### config.mk
export PLATFORM = sky130hd
export DESIGN_NAME = hilo_acc_unit
export DESIGN_NICKNAME = d
export VERILOG_FILES = /design/src/rtl/hilo_acc_unit.sv
export SDC_FILE = /design/constraint.sdc
export NUM_CORES = 1
export LEC_CHECK = 0
export ABC_AREA = 1
export CORE_ASPECT_RATIO = 2
export CORE_MARGIN = 2
export CORE_UTILIZATION = 25
export CTS_CLUSTER_DIAMETER = 40
export DETAILED_ROUTE_END_ITERATION = 16
export PLACE_DENSITY = 0.49
export SLEW_MARGIN = 20
export SYNTH_ARGS = -nofsm -noshare
export SYNTH_HDL_FRONTEND = slang
export SYNTH_SLANG_ARGS = --single-unit
### constraint.sdc
create_clock -name clk -period 8.9 [get_ports clk]
set_input_delay 1.335 -clock clk [delete_from_list [all_inputs] [get_ports clk]]
set_output_delay 1.335 -clock clk [all_outputs]
set_load 0.01 [all_outputs]
### src/rtl/hilo_acc_unit.sv
// HI/LO register pair with per-half writes and a two-cycle MADD/MSUB on {HI,LO}.
// Optional HILO_BYPASS_EN: rd_* forward accepted writes and the committing accumulate result.
module hilo_acc_unit #(
  parameter int DATA_WIDTH = 32
) (
  input  logic                      clk,
  input  logic                      rst,
  input  logic                      op_valid,
  output logic                      op_ready,
  input  logic [2:0]                op_code,
  input  logic [DATA_WIDTH-1:0]     wr_hi_data,
  input  logic [DATA_WIDTH-1:0]     wr_lo_data,
  input  logic [2*DATA_WIDTH-1:0]   prod,
  output logic [DATA_WIDTH-1:0]     rd_hi_data,
  output logic [DATA_WIDTH-1:0]     rd_lo_data,
  output logic                      busy,
  output logic                      acc_done
);
  localparam int W = DATA_WIDTH;

  typedef enum logic [1:0] {IDLE, ACC_LO, ACC_HI} state_t;

  state_t          state, state_nxt;
  logic [W-1:0]    hi, lo, tmp_lo, hi_res;
  logic [2*W-1:0]  prod_q;
  logic            sub_q, cy;
  logic            accept;

  assign accept = op_valid && op_ready;

  always_ff @(posedge clk) begin
    if (!rst) state <= IDLE;
    else      state <= state_nxt;
  end

  always_comb begin
    state_nxt = state;
    case (state)
      IDLE:    if (accept && (op_code == 3'b100 || op_code == 3'b101)) state_nxt = ACC_LO;
      ACC_LO:  state_nxt = ACC_HI;
      ACC_HI:  state_nxt = IDLE;
      default: state_nxt = IDLE;
    endcase
  end

  always_comb begin
    op_ready = (state == IDLE) && rst;
    busy     = (state != IDLE);
  end

  // cy holds the low-half carry (MADD) or borrow (MSUB) into the high half
  assign hi_res = sub_q ? hi - prod_q[2*W-1:W] - W'(cy)
                        : hi + prod_q[2*W-1:W] + W'(cy);

  always_ff @(posedge clk) begin
    if (!rst) begin
      hi       <= '0;
      lo       <= '0;
      tmp_lo   <= '0;
      prod_q   <= '0;
      sub_q    <= 1'b0;
      cy       <= 1'b0;
      acc_done <= 1'b0;
    end else begin
      acc_done <= (state == ACC_HI);
      case (state)
        IDLE: if (accept) begin
          case (op_code)
            3'b001: hi <= wr_hi_data;
            3'b010: lo <= wr_lo_data;
            3'b011: begin hi <= wr_hi_data; lo <= wr_lo_data; end
            3'b100, 3'b101: begin prod_q <= prod; sub_q <= op_code[0]; end
            default: ;
          endcase
        end
        ACC_LO: {cy, tmp_lo} <= sub_q ? {1'b0, lo} - {1'b0, prod_q[W-1:0]}
                                      : {1'b0, lo} + {1'b0, prod_q[W-1:0]};
        ACC_HI: begin
          hi <= hi_res;
          lo <= tmp_lo;
        end
        default: ;
      endcase
    end
  end

  always_comb begin
    rd_hi_data = hi;
    rd_lo_data = lo;
`ifdef HILO_BYPASS_EN
    if (state == ACC_HI) begin
      rd_hi_data = hi_res;
      rd_lo_data = tmp_lo;
    end else if (accept) begin
      if (op_code == 3'b001 || op_code == 3'b011) rd_hi_data = wr_hi_data;
      if (op_code == 3'b010 || op_code == 3'b011) rd_lo_data = wr_lo_data;
    end
`endif
    if (!rst) begin
      rd_hi_data = '0;
      rd_lo_data = '0;
    end
  end
endmodule

==> metrics.md <==
| Metric | Value |
|---|---|
| Outcome | `completed` |
| IO Count | `around 200` |
| Worst-path cell chain | `buf_4, buf_12, nand2_1, inv_1, clkdlybuf4s50_1` |
| First-pass GRT wire length | `around 100000 um` |
| Die width | `roughly 180 um` |
| Final max-slew violation count | `0` |
| Final Cell Area | `between 15000 and 20000 um2` |
| Tmin final | `4.44 ns` |
| CTS Root Cell | `clkbuf_16` |
| Initial antenna violation count | `1` |
| Pre-Repair DR Iteration Count | `5` |
| Max_slew headroom | `0.251` |
| Fin. Hold Viols | `0` |
| Arr. time, crit path | `between 3 and 4 ns` |
| Total Nets Final | `roughly 3000` |
| ANT nets after route | `0` |
| Fraction of registers with async set/reset | `0` |
| Vias in the first global route | `between 15000 and 20000` |
| Final setup fails | `0` |
| Share of cells above drive strength 1 | `0.0260` |
| Clock Latency Late Sink | `approximately 0.48 ns` |
| Slowest cell delay on critical path | `0.55 ns` |
| Worst Hold Class | `reg2reg` |
| Die Area | `61900 um2` |
| Critical path launch point type | `input pin` |
| CTS resizes | `0` |
| Setup Fix Bufs, Post-CTS | `0` |
| RSZ-0062 raised after global routing | `false` |
| WL per Instance | `between 15 and 20 um` |
| Synth unique cells | `42` |
| Vias after detailed routing | `~16000` |
| DRC | `0` |
| Synth top area share | `0.221` |
| PD cells | `between 100 and 150 nW/um2` |
| EDFF count, synth | `0` |
| Leak | `roughly 9.4 nW` |
| Initial Util | `0.253` |
| Most frequent cell after synthesis | `nand2_1` |
| All-layer global routing usage | `0.212` |
| Post-DP HPWL | `52700 um` |
| Post-route setup slack | `4.46 ns` |
| Post-synth top cells | `nand2_1, inv_1, nor2_1` |
| Top_reg_cell synth | `dfxtp_1` |
| Max VDD drop | `roughly 0.13 mV` |
| Area leader, netlist | `dfxtp_1` |
| Core Area | `~59000 um2` |
| Worst-path clk slew | `0.08 ns` |
| CP required | `7.57 ns` |
| YS warnings | `0` |
| Die height | `~350 um` |
| Hold-fix buffers, CTS | `0` |
| Placed cell areas | `17700 um2` |
| Max clock buf depth | `2` |
| Net Count, Synth | `approximately 2900` |
| Final clock skew | `0.0162 ns` |
| Vias per cell | `4.65` |
| H-tree depth | `4` |
| Register area share after synthesis | `0.221` |
| DP Worst Slack | `4.47 ns` |
| Area of the mapped netlist | `between 10000 and 15000 um2` |
| CP max FO | `roughly 140` |
| CTS Buf Count | `17` |
| Final WL | `about 66000 um` |
| Syn-to-layout area delta | `22.2%` |
| CTS sink cnt | `165` |
| #FFs+latches synth | `165` |
| Mean post-synth cell area | `5.75 um2` |
| GR Overflow Total | `0` |
| Maximum number of pins on one net before global-route repair | `137` |
| Max-cap viol count | `0` |
| Port bufs | `200` |
| Fmax | `~230 MHz` |
| Number of fill cells | `about 6800` |
| Tcrit/Tclk final | `0.499` |
| Iter 0 DRT Violations | `slightly below 800` |
| Setup CP Type | `in2out` |
| Slew @ Worst Pin | `approximately 1.1 ns` |
| Final setup TNS | `0 ns` |
| Reg area | `3300 um2` |
| Synth area leaders | `dfxtp_1, nand2_1, inv_1` |
| Rows | `~130` |
| CTS tree | `built` |
| Critical path's slowest cell | `clkdlybuf4s50_1` |
| Setup crit end kind | `output pin` |
| Placer Congestion | `between 0.9 and 1` |
| Multi-input logic area | `~9600 um2` |
| Cells after synthesis | `2602` |
power breakdown:
group / internal (W) / switching [W] / leakage (nW)
registers: 0.000767 / 0.0000322 / 1.34
clock network: 0.000398 / 0.000389 / 0.273
logic: 0.000333 / 0.000646 / 7.82
total: 0.00150 / 0.00107 / 9.43
layout by cell type, fill, tap and decap left out, drive strengths merged, types with 17 or more instances in the layout:
master	Yosys	final
nor3	33	33
clkdlybuf4s50	0	199
nand2	722	722
clkbuf	57	17
xor2	41	41
a21oi	126	126
o21ai	208	208
dfxtp	165	165
ha	123	123
inv	473	479
a31oi	36	36
nand3	139	139
nor2	367	367
stage by stage:
stage / total power [W] / utilization / cells / hold WS (ns)
3_3_place_gp: 0.00179 / 0.299 / 3503 / 0.476
2_1_floorplan: 0.00143 / - / 2602 / 0.456
4_1_cts: 0.00259 / 0.309 / 3535 / 0.476
6_report: 0.00257 / 0.309 / 3536 / 0.470
3_5_place_dp: 0.00179 / 0.299 / 3503 / 0.478
5_1_grt: 0.00272 / 0.309 / 3536 / 0.511
cell type report:
| type | count | share of cell area |
|---|---|---|
| Antenna cell | 1 | 0.000137 |
| Clock buffer | 17 | 0.0233 |
| Clock inverter | 15 | 0.00897 |
| Inverter | 473 | 0.0972 |
| Multi-Input combinational cell | 1889 | 0.524 |
| Sequential cell | 165 | 0.181 |
| Tap cell | 768 | 0.0526 |
| Timing Repair Buffer | 208 | 0.113 |
cells by family (layout without fill, tap and decap cells):
family	count (synthesis)	after routing	synth area share
buffers and inverters	548	713	0.140
AO/OA/AOI/OAI	403	403	0.145
adder cells (fa/ha/maj)	128	128	0.110
flip-flops	165	165	0.221
XOR/XNOR	53	53	0.0310
other	0	1	0
AND/OR/NAND/NOR	1305	1305	0.354
registers in the layout, summed over array words and instances, names as in the netlist:
register,flops
acc_done,1
cy,1
hi,32
lo,32
prod_q,64
state,2
sub_q,1
tmp_lo,32
path summary, 6_finish.rpt:
kind	start	end	slack, ns	depth (start not counted)
max	rst	rd_hi_data[17]	4.46	5
min	tmp_lo[15]	lo[15]	0.47	2
max reg2reg	prod_q[0]	tmp_lo[30]	4.86	17
min reg2reg	tmp_lo[15]	lo[15]	0.47	2
worst max-delay path, delay by kind of cell:
kind | cells | cell delay [ns]
buffers and inverters | 4 | 1.41
and+or+nand+nor | 1 | 0.19
layer usage:
layer / share of wire / global-route usage / vias to the layer above
met3: 0.034 / 0.0202 / 162
met5: 0 / 0 / -
li1: - / - / 8435
met1: 0.35 / 0.204 / 7437
met2: 0.54 / 0.414 / 425
met4: 0.074 / 0.144 / 0
Power figures use the tool's default switching activity.
